$ cat src/rtl/ir_loader.sv
// Boot-time instruction loader: reads a block of words from memory and writes
// them into the instruction register file, then holds init-finished high.
module ir_loader #(
  parameter int unsigned DATA_WIDTH    = 8,
  parameter int unsigned IR_ADDR_WIDTH = 8,
  parameter int unsigned LOAD_BASE     = 0
) (
  input  logic                     clk,
  input  logic                     rst_n,
  input  logic                     i_start,
  input  logic [IR_ADDR_WIDTH-1:0] i_length,
  output logic                     o_mem_req,
  output logic [DATA_WIDTH-1:0]    o_mem_addr,
  input  logic                     i_mem_ack,
  input  logic [DATA_WIDTH-1:0]    i_mem_data,
  output logic                     o_ir_we,
  output logic [IR_ADDR_WIDTH-1:0] o_ir_addr,
  output logic [DATA_WIDTH-1:0]    o_ir_data,
  output logic                     o_busy,
  output logic                     o_init_finished
);

  // One-hot so each strobe is a flop output directly.
  typedef enum logic [3:0] {
    IDLE  = 4'b0001,
    REQ   = 4'b0010,
    WRITE = 4'b0100,
    DONE  = 4'b1000
  } state_t;

  state_t                   state;
  logic [IR_ADDR_WIDTH-1:0] count;
  logic [IR_ADDR_WIDTH-1:0] len;
  logic [IR_ADDR_WIDTH-1:0] ir_addr;
  logic [DATA_WIDTH-1:0]    data;
  logic [DATA_WIDTH-1:0]    mem_addr;
  logic                     last_word_c;

  // len is never zero while in WRITE, so len-1 cannot underflow there.
  assign last_word_c = (count == len - IR_ADDR_WIDTH'(1));

  always_ff @(posedge clk) begin
    if (!rst_n) begin
      state    <= IDLE;
      count    <= '0;
      len      <= '0;
      data     <= '0;
      ir_addr  <= '0;
      mem_addr <= DATA_WIDTH'(LOAD_BASE);
    end else begin
      case (state)
        IDLE, DONE: begin
          if (i_start) begin
            len   <= i_length;
            count <= '0;
            if (i_length == '0) begin
              state <= DONE;
            end else begin
              mem_addr <= DATA_WIDTH'(LOAD_BASE);
              state    <= REQ;
            end
          end
        end
        REQ: begin
          if (i_mem_ack) begin
            data    <= i_mem_data;
            ir_addr <= count;
            state   <= WRITE;
          end
        end
        WRITE: begin
          if (last_word_c) begin
            state <= DONE;
          end else begin
            count    <= count + IR_ADDR_WIDTH'(1);
            // Address wraps modulo 2^DATA_WIDTH via the truncating cast.
            mem_addr <= DATA_WIDTH'(LOAD_BASE + 32'(count) + 32'd1);
            state    <= REQ;
          end
        end
        default: state <= IDLE;
      endcase
    end
  end

  assign o_mem_req       = state[1];
  assign o_ir_we         = state[2];
  assign o_init_finished = state[3];
  assign o_busy          = state[1] | state[2];
  assign o_mem_addr      = mem_addr;
  assign o_ir_addr       = ir_addr;
  assign o_ir_data       = data;

endmodule

$ cat config.mk
export PLATFORM = sky130hd
export DESIGN_NAME = ir_loader
export DESIGN_NICKNAME = d
export VERILOG_FILES = /design/src/rtl/ir_loader.sv
export SDC_FILE = /design/constraint.sdc
export NUM_CORES = 1
export LEC_CHECK = 0
export ABC_AREA = 0
export CAP_MARGIN = 30
export CORE_UTILIZATION = 40
export CTS_CLUSTER_SIZE = 40
export DETAILED_ROUTE_END_ITERATION = 8
export GPL_ROUTABILITY_DRIVEN = 0
export GPL_TIMING_DRIVEN = 0
export PLACE_DENSITY = 0.66
export SKIP_LAST_GASP = 1
export SLEW_MARGIN = 40
export SYNTH_ARGS = -nofsm -noshare
export SYNTH_HDL_FRONTEND = slang
export SYNTH_SLANG_ARGS = --single-unit
$ cat constraint.sdc
create_clock -name clk -period 3.4 [get_ports clk]
set_input_delay 0.85 -clock clk [delete_from_list [all_inputs] [get_ports clk]]
set_output_delay 0.85 -clock clk [all_outputs]
set_load 0.02 [all_outputs]
==> flow_summary.ini, run 1 <==
[status]
status = finished, final reports clean

[route]
wl_per_cell_microns = 13.38
vias = 1943
drc = 0
avgViaCountPerCell = 5.113
met3WireLength_microns = 208
ant_nets = 0
drt_wl_total_mm = 5.086
initialDrtViolationCount = 124
drtPass1Iterations = 4
wl_met1_mm = 2.431
met2_wirelength_mm = 2.368
routed.top_layer = met4

[worst_setup_path]
reg2regPathDepth = 8
slowest_stage = or3_2
slowest_delay_ns = 0.50
crit_family = compound AO/OA/AOI/OAI gates
crit_type = flip-flop to flip-flop
crit_arrival_ns = 2.83
crit_buf_inv = 2
worstPathRequired_ns = 3.60
r2r_end = state[1]$_SDFFE_PN0P_
rrSetupSlack_ns = 0.77
r2r_start = len[0]$_SDFFE_PN0P_
start_kind = flip-flop
cp_cell_sequence = buf_4 > inv_1 > ha_1 > or3_2 > or2_2 > a311oi_4 > o21ai_2 > o21a_1
end_kind = flip-flop
cp_max_fo = 9

[clock_network]
cts_sinks = 44
clk_path_buf_depth = 2
cts_setup_buffers = 0
cts_hold_buf = 0
htreeDepth = 2
cts_tree = built
clock-root-buffer = clkbuf_8
clk_pin_slew_ns = 0.09
cts_buffers = 5
insertion_delay_ns = 0.30
ctsResizeCount = 0

[cells_and_area]
drive_above_1_share_pct = 8.710
area_growth_pct = 31.33
design_area_sq_um = 2874
fin_util_pct = 55.56
final_net_count = 331
diodes = 0

[global_route]
grt_pass1_wl_mm = 8.804
grt_max_degree = 15
antenna_found_initial = 0
groute.usage.overall_pct = 19.04
grt_pass1_vias = 1911
grt_overflow_total = 0

[synthesis]
yosysMostFrequentCell = nand2_1
synthCells = 255
syn-cell-area_sq_um = 2188
yosysTopAreaCell = dfxtp_1
yosysSeqAreaShare_pct = 40.25
ys_ff_latch = 44
async_reset_ff_share_pct = 0
post-synth-top-area-fraction_pct = 40.25
ys.flop_type = dfxtp_1
synth_cell_types = 49
avgSynthCellArea_sq_um = 8.582
yosys-top-cells-area = dfxtp_1 (40%), nand2_1 (9.6%), a21boi_0 (8.6%)
syn_nets = 277
synthTopCellsByCount = nand2_1 (56), dfxtp_1 (44), a21boi_0 (25)
yosysWarnings = 0
synth_edf_count = 0

[die]
start_util_pct = 42.31
fp.dieH_microns = 75.97
ios = 48
dieArea_sq_um = 5771
rows = 26
fp.dieW_microns = 75.97
core_sq_um = 5172

[worst_hold_path]
hold_path_class = flip-flop to flip-flop
whs_path_depth = 2
hp-start = o_ir_addr[0]$_SDFFE_PN0P_
whs_endpoint = o_ir_addr[0]$_SDFFE_PN0P_

[timing]
max_freq_mhz = 380.2
fin_crit_ns = 2.630
slew_viol_final = 0
finalSetupViolations = 0
worst_slew_pin_slew_ns = 0.5463
final.setup.tns_ns = 0
fin_skew_ns = 0.009218
hold_viol = 0
period_share_pct = 77.35
rsz0062_at_grt = false
slew_headroom_pct = 63.58

[placed_design]
placed_area_sq_um = 2746
io_buffers = 47
dpl.hpwl_mm = 3.707

[pwr]
p_leak_uw = 0.0009915
total_power_uw = 1117
cellPowerDensity_nw_per_um2 = 388.5
vdd_ir_drop_max_v = 0.0002306

[job]
max-cap-violations = 0
-- where the power goes --
group / total (uW) / internal (uW) / switching (uW) / leakage (uW)
clock: 425 / 240 / 184 / 0.0000614
sequential: 538 / 525 / 13.7 / 0.000356
combinational: 153 / 74.0 / 79.3 / 0.000574
total: 1120 / 839 / 277 / 0.000991
-- routing by layer --
metal | vias up | global-route usage, %
met5 | - | 0
met4 | 0 | 7.500
met3 | 6 | 4.819
met2 | 31 | 31.55
met1 | 907 | 23.62
li1 | 999 | -
-- layout by cell type, fill, tap and decap left out, types with 2 or more instances in the layout --
master           netlist  layout
buf_4                  2       2
a21boi_0              25      25
nor2_1                 7       7
nor4_1                 3       3
nand3_1               13      13
nor2b_1                2       2
dfxtp_1               44      44
xor2_1                 8       8
inv_1                  3       3
clkdlybuf4s50_1        0      47
o22ai_1                6       6
ha_1                   2       2
nand3b_1               3       3
xnor2_1                9       9
and3_1                 3       3
o2bb2ai_1              5       5
o22a_1                 2       2
a21o_1                 2       2
clkbuf_8               0       6
o21ai_0                5       5
a21oi_1                4       4
nor3_1                 4       4
o21a_1                 2       2
or2_2                  4       4
o2111ai_1              2       2
nand2_1               56      56
clkbuf_1              12      12
nor3b_1                3       3
-- state kept, by name, indices dropped and copies added (netlist names) --
signal	cells
count	8
len	8
o_ir_addr	8
o_ir_data	8
o_mem_addr	8
state	4
-- kinds of logic (layout without fill, tap and decap cells) --
| kind of cell | count (synthesis) | in the layout | share of synthesized area (%) |
|---|---|---|---|
| compound gates | 65 | 65 | 23.21 |
| xor+xnor | 17 | 17 | 6.804 |
| fa+ha+maj | 2 | 2 | 1.143 |
| buf+inv | 19 | 74 | 4.345 |
| flops | 44 | 44 | 40.25 |
| simple gates | 108 | 108 | 24.24 |
-- stage by stage --
stage               instances  hold WS, ns  setup WS (ns)
finish                    380       0.4678         0.7701
global route              380       0.4947         0.5995
CTS                       380       0.4719         0.7530
detailed placement        372       0.4583         0.5848
global placement          372       0.4413         0.6088
floorplan                 255       0.4568          1.053
-- cell type report --
type	count	area [sq um]
fillers	500	2298
multi-input cells	192	1219
flip-flops and latches	44	880.8
repair buffers	47	470.5
well taps	70	87.58
plain buffers	16	83.83
clock buffers	6	82.58
clock inverters	2	38.79
inverters	3	11.26
-- worst max path at each step --
stage                         from                    endpoint  slack (ns)  cells past startpoint
5_1_grt        len[0]$_SDFFE_PN0P_       state[1]$_SDFFE_PN0P_        0.60                      8
6_report       len[0]$_SDFFE_PN0P_       state[1]$_SDFFE_PN0P_        0.77                      8
2_1_floorplan  len[0]$_SDFFE_PN0P_  o_mem_addr[2]$_SDFFE_PN0P_        1.05                      9
3_5_place_dp               i_start       count[3]$_SDFFE_PN0P_        0.58                      6
3_3_place_gp               i_start       count[3]$_SDFFE_PN0P_        0.61                      6
4_1_cts        len[0]$_SDFFE_PN0P_       state[1]$_SDFFE_PN0P_        0.75                      8
-- worst min-delay path, stage by stage, from the launching register on --
cell and delay [ns]:
dfxtp_1 0.32, nand2_1 0.05, a21boi_0 0.06
No activity file was read; power rests on OpenSTA's default activity.
==> run 2, diff against run 1 <==
clock period = 2.5 ns   (was 3.4 ns; I/O delays follow)
==> run 2 against run 1 <==
Via count rose by 1.3%. Power rose by 37%. Worst hold slack barely moved. Critical path type unchanged. Highest routed layer unchanged.
==> flow_summary.ini, run 2 (synthesized netlist as in run 1, its figures left out) <==
[worst_setup_path]
r2r_start = len[0]$_SDFFE_PN0P_
crit_type = flip-flop to flip-flop
worstPathRequired_ns = 2.67
end_kind = flip-flop
reg2regPathDepth = 10
start_kind = flip-flop
r2r_end = o_mem_addr[5]$_SDFFE_PN0P_
cp_max_fo = 10
cp-startpoint = len[0]$_SDFFE_PN0P_
cp-endpoint = o_mem_addr[5]$_SDFFE_PN0P_
crit_arrival_ns = 2.62
rrSetupSlack_ns = 0.05

[timing]
timing.final.ws_setup_ns = 0.05080
slew_viol_final = 0
slew_headroom_pct = 67.17
hold_viol = 0
period_share_pct = 97.97
max_freq_mhz = 408.3
finalSetupViolations = 0
final.setup.tns_ns = 0
fin_skew_ns = 0.009227
fin_crit_ns = 2.449
rsz0062_at_grt = true
worst_slew_pin_slew_ns = 0.4856

[die]
ios = 48
core_sq_um = 5172
fp.dieH_microns = 75.97
start_util_pct = 42.31
fp.dieW_microns = 75.97
dieArea_sq_um = 5771
rows = 26

[route]
avgViaCountPerCell = 5.141
routed.top_layer = met4
drt_wl_total_mm = 5.139
wl_per_cell_microns = 13.42
met2_wirelength_mm = 2.379
vias = 1969
drtPass1Iterations = 4
ant_nets = 0
initialDrtViolationCount = 119
drc = 0
wl_met1_mm = 2.444
met3WireLength_microns = 236

[clock_network]
cts_sinks = 44
cts_hold_buf = 0
insertion_delay_ns = 0.30
cts_tree = built
cts_buffers = 5
clock-root-buffer = clkbuf_8
htreeDepth = 2
clk_pin_slew_ns = 0.09
clk_path_buf_depth = 2

[cells_and_area]
final_common_cell = nand2_1
final_net_count = 334
mostFrequentLayoutCells = nand2_1 (56), clkdlybuf4s50_1 (47), dfxtp_1 (43)
regArea_sq_um = 882.1
area_growth_pct = 33.62
n_fill_cell = 494
multi_input_area_sq_um = 1236
final_cells = 383
diodes = 0
drive_above_1_share_pct = 10.86
fin_util_pct = 56.53

[global_route]
groute.usage.overall_pct = 19.09
grt_pass1_vias = 1915
antenna_found_initial = 0
grt_pass1_wl_mm = 8.818
grt_overflow_total = 0
grt_max_degree = 15

[placed_design]
dpl.hpwl_mm = 3.707
io_buffers = 47
post-place-ws_ns = -0.1130
dp_cells = 372

[status]
status = finished, final reports clean

[pwr]
vdd_ir_drop_max_v = 0.0003132
p_leak_uw = 0.001019
cellPowerDensity_nw_per_um2 = 522.0

[job]
max-cap-violations = 0

[worst_hold_path]
hold_path_class = flip-flop to flip-flop
[run 2: report_power, final]
part	switching [uW]	internal [uW]	total, uW
clock network	252	327	578
logic	110	105	215
registers	19.3	714	733
[run 2: layer usage]
metal	GRT usage, %	up-vias
met5	0	-
met4	7.500	0
met3	4.819	7
met2	31.73	39
met1	23.62	916
li1	-	1007
[run 2: how the worst min path moves through the flow]
stage | from | end | slack, ns | cells after the start
2_1_floorplan | len[7]$_SDFFE_PN0P_ | len[7]$_SDFFE_PN0P_ | 0.46 | 2
3_3_place_gp | o_mem_addr[4]$_SDFFE_PN0P_ | o_mem_addr[4]$_SDFFE_PN0P_ | 0.44 | 2
3_5_place_dp | o_mem_addr[4]$_SDFFE_PN0P_ | o_mem_addr[4]$_SDFFE_PN0P_ | 0.46 | 2
4_1_cts | o_ir_data[4]$_SDFFE_PN0P_ | o_ir_data[4]$_SDFFE_PN0P_ | 0.47 | 2
5_1_grt | o_ir_addr[2]$_SDFFE_PN0P_ | o_ir_addr[2]$_SDFFE_PN0P_ | 0.49 | 2
6_report | o_ir_addr[0]$_SDFFE_PN0P_ | o_ir_addr[0]$_SDFFE_PN0P_ | 0.47 | 2
[run 2: per-stage QoR]
stage	total power [uW]	hold slack, ns	cell area [sq um]
finish	1526	0.4680	2924
global route	1599	0.4947	2924
CTS	1537	0.4719	2894
detailed placement	957.5	0.4583	2746
global placement	954.1	0.4413	2746
floorplan	880.5	0.4568	2188
[run 2: repair_timing]
item	4_1_cts	5_1_grt
setup endpoints to repair	17	27
buffers inserted	3	0
resized for setup	1	8
pin swaps	1	0
[run 2: area by class of cell]
cell class / instances / area share, %
multi-input combinational: 192 / 42.28
sequential: 44 / 30.17
tap: 70 / 2.995
clock inverter: 2 / 1.326
timing repair buffer: 50 / 16.99
clock buffer: 6 / 2.824
inverter: 3 / 0.3851
buffer: 16 / 3.038
[run 2: worst max-delay path: stages, from the launching register on]
cell and delay (ns):
dfxtp_1 0.33, buf_6 0.13, inv_1 0.05, ha_2 0.20, or3_2 0.48, or2_2 0.33, a311oi_4 0.26, buf_6 0.17
or2_1 0.12, buf_6 0.14, o22ai_1 0.10
